==> config.mk <==
export PLATFORM = sky130hd
export DESIGN_NAME = irq_vec_ctrl
export DESIGN_NICKNAME = d
export VERILOG_FILES = /design/src/rtl/irq_vec_ctrl.sv
export SDC_FILE = /design/constraint.sdc
export NUM_CORES = 1
export LEC_CHECK = 0
export CORE_AREA = 3 3 63 80
export CTS_CLUSTER_DIAMETER = 150
export DETAILED_ROUTE_END_ITERATION = 7
export DIE_AREA = 0 0 66 83
export PLACE_DENSITY_LB_ADDON = 0.15
export SKIP_LAST_GASP = 1
export SLEW_MARGIN = 20
export SYNTH_ARGS = -nofsm -noshare
export SYNTH_HDL_FRONTEND = slang
export SYNTH_SLANG_ARGS = --single-unit
==> constraint.sdc <==
create_clock -name clk -period 4.3 [get_ports clk]
set_clock_uncertainty 0.15 [all_clocks]
set_input_delay 1.29 -clock clk [delete_from_list [all_inputs] [get_ports clk]]
set_output_delay 1.29 -clock clk [all_outputs]
set_load 0.02 [all_outputs]
==> src/rtl/irq_vec_ctrl.sv <==
// Vectored interrupt controller: latches and masks N_SRC request lines, picks the
// highest-priority eligible source, handshakes with the CPU and tracks in-service levels.
//
// state | meaning
// IDLE  | no request presented to the control unit
// REQ   | INT_irq asserted, selection re-evaluated every cycle
// SERV  | acknowledge taken; vector/isr updated on entry, returns to IDLE
module irq_vec_ctrl #(
    parameter int                 N_SRC      = 8,
    parameter logic [N_SRC-1:0]   EDGE_MASK  = {N_SRC{1'b1}},
    parameter bit                 NEST_EN    = 1'b1,
    parameter logic [31:0]        VEC_BASE   = 32'h0000_0018,
    parameter int                 VEC_STRIDE = 4
) (
    input  logic             clk,
    input  logic             rst,
    input  logic [N_SRC-1:0] irq_src,
    input  logic             mask_we,
    input  logic [N_SRC-1:0] mask_wdata,
    input  logic             INTA_irq,
    input  logic             eoi,
    output logic             INT_irq,
    output logic [31:0]      vector,
    output logic             vec_valid,
    output logic [N_SRC-1:0] pend,
    output logic [N_SRC-1:0] isr
);

    localparam int IDX_W = (N_SRC > 1) ? $clog2(N_SRC) : 1;

    typedef enum logic [1:0] {
        IDLE = 2'd0,
        REQ  = 2'd1,
        SERV = 2'd2
    } state_t;

    state_t             state, state_d;
    logic [N_SRC-1:0]   mask;
    logic [N_SRC-1:0]   hist;
    logic [N_SRC-1:0]   req;
    logic               cand_hit, isr_hit;
    logic [IDX_W-1:0]   cand_idx, isr_idx;
    logic               eligible;
    logic               ack;
    logic [N_SRC-1:0]   ack_oh;
    logic [N_SRC-1:0]   eoi_clr;
    logic [N_SRC-1:0]   pend_edge;
    logic [N_SRC-1:0]   pend_d;
    logic [N_SRC-1:0]   isr_d;
    logic               int_d;
    logic [31:0]        vec_d;

    assign req = pend & ~mask;

    // Scan downwards so the lowest index (highest priority) is the last one written.
    always_comb begin
        cand_hit = 1'b0;
        cand_idx = '0;
        isr_hit  = 1'b0;
        isr_idx  = '0;
        for (int i = N_SRC - 1; i >= 0; i--) begin
            if (req[i]) begin
                cand_hit = 1'b1;
                cand_idx = IDX_W'(i);
            end
            if (isr[i]) begin
                isr_hit = 1'b1;
                isr_idx = IDX_W'(i);
            end
        end
    end

    always_comb begin
        if (NEST_EN)
            eligible = cand_hit && (!isr_hit || (cand_idx < isr_idx));
        else
            eligible = cand_hit && !isr_hit;
    end

    always_comb begin
        state_d = state;
        unique case (state)
            IDLE: if (eligible) state_d = REQ;
            REQ: begin
                if (!eligible)     state_d = IDLE;
                else if (INTA_irq) state_d = SERV;
            end
            SERV:    state_d = IDLE;
            default: state_d = IDLE;
        endcase
    end

    assign ack    = (state == REQ) && eligible && INTA_irq;
    assign ack_oh = ack ? (N_SRC'(1) << cand_idx) : '0;
    // Lowest set bit of isr: the highest-priority level currently in service.
    assign eoi_clr = eoi ? (isr & (~isr + N_SRC'(1))) : '0;

    // A fresh edge on the acknowledged source survives the acknowledge clear.
    assign pend_edge = (pend & ~ack_oh) | (irq_src & ~hist);
    assign pend_d    = (pend_edge & EDGE_MASK) | (irq_src & ~EDGE_MASK);
    assign isr_d     = (isr & ~eoi_clr) | ack_oh;
    assign int_d     = (state == REQ) && (state_d == REQ);
    assign vec_d     = VEC_BASE + (32'(cand_idx) * 32'(VEC_STRIDE));

    always_ff @(posedge clk or posedge rst) begin
        if (rst) begin
            state     <= IDLE;
            mask      <= '1;
            hist      <= '0;
            pend      <= '0;
            isr       <= '0;
            INT_irq   <= 1'b0;
            vector    <= VEC_BASE;
            vec_valid <= 1'b0;
        end else begin
            state     <= state_d;
            hist      <= irq_src;
            pend      <= pend_d;
            isr       <= isr_d;
            INT_irq   <= int_d;
            vec_valid <= ack;
            if (mask_we) mask   <= mask_wdata;
            if (ack)     vector <= vec_d;
        end
    end

endmodule

# Word-level counts from Yosys, hierarchy flattened
# Index checks and enable logic that the tools add are counted.
# W data, S select, Z words.
[totals]
input_bits = 21
memories = 0
ram_bits = 0
ff_bits = 68
elab_cells = 71
latch_bits = 0
mem_bits_ro = 0
[classes]
n_mux = 38
n_reduce_logical = 7
magnitude_cmp = 1
bitwise_logic = 12
addsub = 2
n_div = 0
n_mul = 0
n_eq_ne = 2
n_shift = 1
[ops]
columns = ["operator", "n"]
rows = [
  ["$mux W3", 16],
  ["$and A8 B8 Y8", 5],
  ["$not A8 Y8", 5],
  ["$mux W1", 16],
  ["$mux W8", 2],
  ["$or A8 B8 Y8", 2],
  ["$add A8 B1 Y8 const B", 1],
  ["$shl A1 B3 Y8 const A", 1],
  ["$add A5 B5 Y6 const A", 1],
  ["$mux W2", 3],
  ["$eq A2 B1 Y1 const B", 2],
  ["$logic_and A1 B1 Y1", 4],
  ["$pmux W2 S2", 1],
  ["$lt A3 B3 Y1", 1],
  ["$logic_not A2 Y1", 1],
  ["$logic_not A1 Y1", 1],
  ["$logic_or A1 B1 Y1", 1],
]

# Depth between registers and ports, before layout
# Gate-level depths: netlist of run 1.
[depth]
ltp_word = 19
mapped_depth = 12

# Worst setup path after synthesis of run 1
# Ideal clock, no wire load.
[synth_timing]
path_kind = "register -> register"
start = "register mask[6]"
end = "register vector[3]"
period_less_slack_ns = 2.843
path_stages_with_launch = 11
path_buffers = 2
arrival_time_ns = 2.618
setup_time_ns = 0.075
setup_slack_ns = 1.457
cell_sequence = "dfstp_2 and2b_4 or4_4 nor2b_1 ha_1 or3_1 o22a_2 buf_6 inv_4 buf_6 mux2i_1"
[synth_via]
elab_chain_cells = 14
word_cells_on_any_way = 22
[synth_lines]
columns = ["item", "line", "rtl"]
rows = [
  ["start, declared", "38", "logic [N_SRC-1:0] mask;"],
  ["start signal, assigned", "122", "if (mask_we) mask <= mask_wdata;"],
  ["$not A8 Y8 (*)", "53", "assign req = pend & ~mask;"],
  ["$and A8 B8 Y8 (*)", "53", ""],
  ["$mux W3 (7 in a row)", "62", "if (req[i]) begin"],
  ["$lt A3 B3 Y1", "75", "eligible = cand_hit && (!isr_hit || (cand_idx < isr_idx));"],
  ["$logic_or A1 B1 Y1", "75", ""],
  ["$logic_and A1 B1 Y1 (*)", "75", ""],
  ["$logic_and A1 B1 Y1 (*) (2 in a row)", "93", "assign ack = (state == REQ) && eligible && INTA_irq;"],
  ["net ack", "44", "logic ack;"],
  ["end signal, assigned", "123", "if (ack) vector <= vec_d;"],
  ["end, declared", "23", "output logic [31:0] vector,"],
]
# Mark *: on every way through the listed nets, which the timed path passes. The rest lies on a longest branch.
# A chain may end at the register's enable or synchronous reset.

# Worst setup path after layout of run 1
[layout_timing]
start = "register mask[6]"
end = "register vector[3]"
[layout_via]
elab_chain_cells = 14
word_cells_on_any_way = 22
[layout_lines]
columns = ["item", "line"]
rows = [
  ["$not A8 Y8 (*)", "53"],
  ["$and A8 B8 Y8 (*)", "53"],
  ["$mux W3 (7 in a row)", "62"],
  ["$lt A3 B3 Y1", "75"],
  ["$logic_or A1 B1 Y1", "75"],
  ["$logic_and A1 B1 Y1", "75"],
  ["$logic_and A1 B1 Y1 (2 in a row)", "93"],
]
# Mark *: on every way between the ends. The rest lies on a longest branch, timed or not.

==> flow_metrics.tcl, run 1 <==
set metrics [dict create \
    first_iter_violations 57 \
    ctsHtreeMaxLevel 2 \
    synth_seq_cells 40 \
    post-route-period-util 0.688 \
    vias 1565 \
    path_class "reg -> reg" \
    ctsHoldBuffers 0 \
    combPwrFrac 0.457 \
    reg2regPathDepth 8 \
    critPathCaptureType "flop" \
    grt_pass1_vias 1529 \
    timing.fmax_mhz 338 \
    irDropWorstVdd_mv 0.361 \
    ys.flop_type "dfrtp_1" \
    r2r-start "mask[6]" \
    required_ns 4.37 \
    grt_pass1_wl_um 7020 \
    synth_xor_area_frac 0 \
    period_minus_slack_ns 2.96 \
    cts_max_path_buffers 2 \
    synthSimpleGateAreaFrac 0.167 \
    synthTopCellsByArea "dfrtp_1 35%, dfstp_2 12%, buf_4 9.9%" \
    clkTransAtPathRegs_ns 0.07 \
    design.core.area_um2 4360 \
    cts_tree "done" \
    p_sw_frac 0.397 \
    cp-start-kind "flop" \
    core.rowCount 27 \
    final.setup.tns_ns 0 \
    whs_ns 0.326 \
    die_area_um2 5480 \
    place_hpwl_um 3120 \
    min_from "vector[4]" \
    synth_top_family_by_area "simple AND/OR/NAND/NOR gates" \
    synth_fa_ha_area_frac 0.00590 \
    yosysMostFrequentCell "dfrtp_1" \
    power_frac_seq 0.374 \
    setup_violations 0 \
    power.total_mw 1.40 \
    synthMuxAreaShare 0.0614 \
    cts.sinks 40 \
    synth_edf_count 0 \
    hold_viol 0 \
    wl_um 4190 \
    fillers 408 \
    rsz0062_at_grt "false" \
    grt_usage 0.164 \
    crit_fanout 13 \
    synth_common_cells "30 x dfrtp_1, 28 x buf_4, 17 x nor2_1, 15 x nor2b_1, 14 x inv_1" \
    post-cts-setup-buffers 0 \
    root_buffer "clkbuf_8" \
    max-slew-margin-rel 0.638 \
    design.portCount 71 \
    maxCapViolations 0 \
    cts_resized 0 \
    crit_arrival_ns 3.03 \
    antenna_found_initial 0 \
    nets 279 \
    synth-seq-area-share 0.478 \
    synthCells 212 \
    timing.final.ws_setup_ns 1.34 \
    ys_types 45 \
    drc 0 \
    hold_path_end "vector[4]" \
    tightest_slew_ns 0.543 \
    p_sw_uw 556 \
    antenna_cells 0 \
    holdPathStages 2 \
    area_growth_syn_to_layout_pct 21.0 \
    vias_per_cell 4.95 \
    die_w_um 66 \
    internal_power_uw 844 \
    grt_max_degree 41 \
    clockPowerShare 0.168 \
    cts_inserted_buffers 5 \
    synth_compound_area_frac 0.142 \
    placedCellCount 307 \
    firstDrtPassIters 4 \
    hold_path_class "reg -> reg" \
    yosys.area.top_type "dfrtp_1" \
    layout-drive-gt1-share 0.128 \
    synth.avg_cell_area_um2 10.0 \
    wire_per_inst_um 13.3 \
    numPortBuffers 42 \
    initial_core_util 0.486 \
    syn_area_um2 2120 \
    ant_nets 0 \
    grt_overflow 0 \
    fp.dieH_um 83 \
    p_leak_nw 1.10 \
    synth_top_area_frac 0.354 \
    slew_viol_final 0 \
    stdcell_count 316 \
    cellPowerDensity_nw_per_um2 546 \
    status "completed" \
    yosys_warnings 0 \
    clock_latency_ns 0.29 \
    synthArstFlopShare 1.00 \
    pre_cts_slack_ns 1.07 \
    place.gp.congestion 0.777 \
    regToRegEndpoint "vector[3]" \
    regToRegSetupSlack_ns 1.34 \
]
-- power groups by stage --
stage,clock [mW],sequential (mW),combinational (mW)
floorplan,0,0.587,0.404
global placement,0,0.531,0.633
detailed placement,0,0.530,0.638
CTS,0.247,0.525,0.641
global route,0.261,0.538,0.709
finish,0.236,0.524,0.640
-- metrics by stage --
| step | area [µm²] | util |
|---|---|---|
| global placement | 2480 | 0.568 |
| global route | 2560 | 0.588 |
| finish | 2560 | 0.588 |
| floorplan | 2220 | - |
| detailed placement | 2480 | 0.568 |
| CTS | 2560 | 0.587 |
-- layout by cell type (no fill, tap or decap), types with 4 or more instances in the layout --
| cell | instances |
|---|---|
| o21ai_0 | 11 |
| nor2_1 | 17 |
| nand2b_1 | 5 |
| a21oi_1 | 9 |
| inv_1 | 14 |
| dfrtp_1 | 30 |
| mux2_2 | 8 |
| nand2_1 | 10 |
| mux2i_1 | 4 |
| nor2b_1 | 15 |
| clkdlybuf4s50_1 | 42 |
| clkbuf_8 | 5 |
| o31ai_1 | 4 |
| dfstp_2 | 10 |
| nor3_1 | 5 |
| conb_1 | 28 |
-- final cells by class --
| type | instances | area (µm²) | share of cell area |
|---|---|---|---|
| clock buffer | 8 | 80.1 | 0.0312 |
| inverter | 15 | 58.8 | 0.0229 |
| multi-input combinational | 151 | 903 | 0.352 |
| sequential | 40 | 1010 | 0.395 |
| tap | 58 | 72.6 | 0.0283 |
| timing repair buffer | 44 | 435 | 0.170 |
-- per-layer routing --
layer  track usage  share of wire
met5             0              0
met3        0.0284          0.069
met4        0.0795          0.027
met1         0.219           0.43
met2         0.255           0.48
-- how the worst max path moves through the flow --
stage | slack [ns] | startpoint | end
after floorplan | 1.46 | mask[6] | vector[3]
after global placement | 1.11 | INTA_irq | pend[2]
after detailed placement | 1.07 | INTA_irq | vector[2]
after CTS | 1.31 | mask[6] | vector[3]
after global routing | 1.13 | mask[1] | isr[4]
final | 1.34 | mask[6] | vector[3]
-- sequential cells by signal, indices dropped and copies added (netlist names) --
name,cells
hist,8
INT_irq,1
pend,8
isr,8
mask,8
vec_valid,1
vector,4
state,2
-- cells by family after synthesis --
family,after synthesis
buffers and inverters,48
muxes,12
other,1
DFF,40
and+or+nand+nor,66
adders and majority gates,1
AOI/OAI and AO/OA,44
-- critical path: stages, from the launching register on --
cell and delay [ns]:
dfstp_2 0.52, and2b_4 0.18, or4_4 0.52, nor2b_1 0.16, ha_1 0.27, or3_1 0.37, o22a_2 0.31, inv_4 0.18
mux2i_1 0.21
No activity file was read; power rests on OpenSTA's default activity.
==> run 2: changes to the inputs <==
- CORE_AREA: 3 3 63 80 -> 3 3 65 82
- DIE_AREA: 0 0 66 83 -> 0 0 68 85
- clock period: 4.3 -> 2.74 ns (I/O delays scaled with it)
==> flow_metrics.tcl, run 2 (synthesis results as in run 1) <==
set metrics [dict create \
    post-route-period-util 0.982 \
    place_hpwl_um 3380 \
    path_class "reg -> reg" \
    design.portCount 71 \
    mostFrequentLayoutCell "clkdlybuf4s50_1" \
    regToRegEndpoint "isr[5]" \
    critPathCaptureType "flop" \
    reg2regPathDepth 8 \
    ctsHtreeMaxLevel 2 \
    p_sw_uw 971 \
    nets 292 \
    clkTransAtPathRegs_ns 0.07 \
    vias 1636 \
    mostFrequentLayoutCells "42 x clkdlybuf4s50_1, 30 x dfrtp_1, 28 x conb_1" \
    internal_power_mw 1.51 \
    cts_max_path_buffers 2 \
    layout-drive-gt1-share 0.203 \
    setup_violations 0 \
    stdcell_count 331 \
    required_ns 2.78 \
    regToRegSetupSlack_ns 0.05 \
    power_frac_seq 0.331 \
    root_buffer "clkbuf_8" \
    timing.fmax_mhz 372 \
    cts.sinks 40 \
    p_sw_frac 0.392 \
    cellPowerDensity_nw_per_um2 898 \
    cp-start-kind "flop" \
    numPortBuffers 42 \
    holdPathStages 2 \
    crit_fanout 8 \
    cts_tree "done" \
    design.core.area_um2 4690 \
    combPwrFrac 0.508 \
    ant_nets 0 \
    stdcell_area_um2 2760 \
    die_area_um2 5780 \
    status "completed" \
    wl_um 4570 \
    die_w_um 68 \
    slew_viol_final 0 \
    grt_max_degree 41 \
    area_growth_syn_to_layout_pct 30.2 \
    fp.dieH_um 85 \
    ctsHoldBuffers 0 \
    min_from "vector[4]" \
    firstDrtPassIters 5 \
    drc 0 \
    antenna_found_initial 0 \
    tightest_slew_ns 0.749 \
    period_minus_slack_ns 2.69 \
    grt_pass1_wl_um 7300 \
    hold_viol 0 \
    p_leak_nw 1.20 \
    vias_per_cell 4.94 \
    maxCapViolations 0 \
    r2r-start "mask[6]" \
    whs_ns 0.316 \
    clockPowerShare 0.161 \
    grt_usage 0.169 \
    grt_overflow 0 \
    max-slew-margin-rel 0.501 \
    clock_latency_ns 0.29 \
    irDropWorstVdd_mv 0.412 \
    crit_arrival_ns 2.73 \
    grt_pass1_vias 1649 \
    rsz0062_at_grt "true" \
    placedCellCount 323 \
    hold_path_class "reg -> reg" \
    place_area_um2 2600 \
    first_iter_violations 37 \
    antenna_cells 0 \
    hold_path_end "vector[4]" \
    core.rowCount 28 \
    wire_per_inst_um 13.8 \
    place.gp.congestion 0.766 \
    cts_inserted_buffers 5 \
    initial_core_util 0.451 \
]
[run 2: metal layers]
metal / global-route usage / up-vias / part of all wire
met3: 0.0424 / 8 / 0.063
li1: - / 791 / -
met4: 0.0832 / 0 / 0.022
met2: 0.263 / 62 / 0.49
met1: 0.216 / 775 / 0.43
met5: 0 / - / 0
[run 2: metrics by stage]
step	utilization	total power [mW]	TNS, ns	setup slack [ns]
2_1_floorplan	-	1.56	-0.112	-0.0400
3_3_place_gp	0.554	1.97	-0.0105	-0.0105
3_5_place_dp	0.554	1.98	-0.288	-0.0573
4_1_cts	0.583	2.43	-0.00404	-0.00404
5_1_grt	0.588	2.65	-0.140	-0.0451
6_report	0.588	2.48	0	0.0497
[run 2: worst max path at each step]
stage	from	cells past startpoint	slack, ns	to
6_report	mask[6]	8	0.05	isr[5]
3_3_place_gp	mask[6]	8	-0.01	INT_irq
4_1_cts	mask[6]	8	-0.004	INT_irq
2_1_floorplan	mask[6]	10	-0.04	vector[3]
3_5_place_dp	mask[6]	8	-0.06	INT_irq
5_1_grt	mask[6]	9	-0.05	isr[4]
[run 2: power by group through the flow]
stage / Clock (mW) / Sequential [mW] / Combinational, mW
3_3_place_gp: 0 / 0.831 / 1.14
5_1_grt: 0.435 / 0.840 / 1.37
6_report: 0.399 / 0.819 / 1.26
3_5_place_dp: 0 / 0.829 / 1.15
2_1_floorplan: 0 / 0.921 / 0.635
4_1_cts: 0.413 / 0.820 / 1.20
[run 2: area by class of cell]
cell class	instances	area [µm²]
fill	445	1940
sequential	40	1010
multi-input combinational	151	973
timing repair buffer	57	546
clock buffer	8	90.1
tap	60	75.1
inverter	15	61.3
[run 2: worst max-delay path: stages, from the launching register on]
cell	delay, ns
dfstp_2	0.53
and2b_4	0.18
or4_4	0.48
nor2b_4	0.15
ha_4	0.17
or3_1	0.32
o22a_4	0.27
buf_12	0.14
o41ai_2	0.20
[run 2: repair_timing]
item	in CTS	in global routing
gates cloned	0	0
endpoints found under the setup margin	11	13
pin swaps	3	3
buffers inserted	0	0
resized for setup	8	6
==> run 3: changes to the inputs <==
- SKIP_CTS_REPAIR_TIMING: not set -> 1
==> flow_metrics.tcl, run 3 (synthesis results as in run 1) <==
set metrics [dict create \
    clock_latency_ns 0.29 \
    area_growth_syn_to_layout_pct 31.1 \
    pre_cts_slack_ns -0.0573 \
    holdPathStages 2 \
    grt_max_degree 41 \
    firstDrtPassIters 4 \
    hold_path_class "reg -> reg" \
    mostFrequentLayoutCell "clkdlybuf4s50_1" \
    rsz0062_at_grt "true" \
    max-slew-margin-rel 0.438 \
    seqCellArea_um2 1010 \
    path_class "reg -> reg" \
    numPortBuffers 42 \
    crit_arrival_ns 2.77 \
    cellPowerDensity_nw_per_um2 897 \
    busiest_layer "met2" \
    wl_um 4550 \
    p_leak_nw 1.21 \
    cts_max_path_buffers 2 \
    power.total_mw 2.49 \
    min_from "vector[4]" \
    tightest_slew_ns 0.844 \
    layout-drive-gt1-share 0.210 \
    core.rowCount 28 \
    grt_overflow 0 \
    slew_viol_final 0 \
    root_buffer "clkbuf_8" \
    nets 293 \
    regToRegSetupSlack_ns 0.01 \
    initial_core_util 0.451 \
    fillers 439 \
    antenna_found_initial 0 \
    grt_pass1_vias 1640 \
    timing.fmax_mhz 367 \
    cts.sinks 40 \
    r2r-start "mask[6]" \
    final.setup.tns_ns 0 \
    ctsHtreeMaxLevel 2 \
    drc 0 \
    internal_power_mw 1.51 \
    crit_fanout 8 \
    required_ns 2.78 \
    regToRegEndpoint "isr[5]" \
    reg2regPathDepth 8 \
    vias 1626 \
    critPathCaptureType "flop" \
    p_sw_frac 0.395 \
    wire_per_inst_um 13.7 \
    antenna_cells 0 \
    use_met3 0.0424 \
    cts_tree "done" \
    hold_path_end "vector[4]" \
    place_hpwl_um 3380 \
    design.portCount 71 \
    fp.dieH_um 85 \
    vias_per_cell 4.90 \
    cts_inserted_buffers 5 \
    clockPowerShare 0.160 \
    maxCapViolations 0 \
    place.gp.congestion 0.766 \
    cp-start-kind "flop" \
    design.core.area_um2 4690 \
    met1_usage 0.212 \
    irDropWorstVdd_mv 0.413 \
    multi_input_area_um2 988 \
    power_frac_seq 0.328 \
    die_area_um2 5780 \
    first_iter_violations 65 \
    ant_nets 0 \
    grt_use_met2 0.264 \
    hold_viol 0 \
    die_w_um 68 \
    p_sw_uw 985 \
    mostFrequentLayoutCells "42 x clkdlybuf4s50_1, 30 x dfrtp_1, 28 x conb_1" \
    post-route-period-util 0.996 \
    grt_pass1_wl_um 7230 \
    timing.final.ws_setup_ns 0.0117 \
    setup_violations 0 \
    combPwrFrac 0.512 \
    status "completed" \
    clkTransAtPathRegs_ns 0.07 \
    period_minus_slack_ns 2.73 \
    grt_usage 0.168 \
]
-- run 3: changes by cell type in the layout (fill, tap and decap cells not counted), sizes merged --
cell | before | now
inv | 15 | 14
clkinv | 0 | 2
-- run 3: worst max path at each step --
| stage | start | to | slack [ns] | cells after the start |
|---|---|---|---|---|
| floorplan | mask[6] | vector[3] | -0.04 | 10 |
| global placement | mask[6] | INT_irq | -0.01 | 8 |
| detailed placement | mask[6] | INT_irq | -0.06 | 8 |
| CTS | mask[6] | INT_irq | -0.08 | 8 |
| global route | mask[6] | isr[3] | -0.05 | 8 |
| finish | mask[6] | isr[5] | 0.01 | 8 |
-- run 3: worst max-delay path, cell delays in order (launching register included) --
cell and delay (ns):
dfstp_2 0.53, and2b_4 0.18, or4_4 0.48, nor2b_4 0.15
ha_4 0.18, or3_4 0.33, o22a_4 0.29, buf_12 0.15
o41ai_2 0.20
-- run 3: cell type report --
cell class                      instances  area share
Clock buffer                            8      0.0324
Inverter                               15      0.0221
Multi-Input combinational cell        151       0.356
Sequential cell                        40       0.365
Tap cell                               60      0.0270
Timing Repair Buffer                   57       0.196
Timing Repair inverter                  1     0.00180
-- run 3: routing by layer --
layer | vias to the layer above | part of all wire
met4 | 0 | 0.023
li1 | 795 | -
met3 | 10 | 0.067
met5 | - | 0
met1 | 760 | 0.43
met2 | 61 | 0.48
-- run 3: power groups by stage --
stage / registers, mW / clock network, mW / logic [mW]
floorplan: 0.921 / 0 / 0.635
global placement: 0.831 / 0 / 1.14
detailed placement: 0.829 / 0 / 1.15
CTS: 0.820 / 0.413 / 1.15
global route: 0.840 / 0.435 / 1.39
finish: 0.819 / 0.399 / 1.28
-- run 3: metrics by stage --
step,std cells,area [µm²],hold WS (ns),utilization
4_1_cts,331,2690,0.319,0.573
6_report,332,2780,0.317,0.592
3_3_place_gp,323,2600,0.309,0.554
3_5_place_dp,323,2600,0.308,0.554
2_1_floorplan,239,2220,0.347,-
5_1_grt,332,2780,0.344,0.592
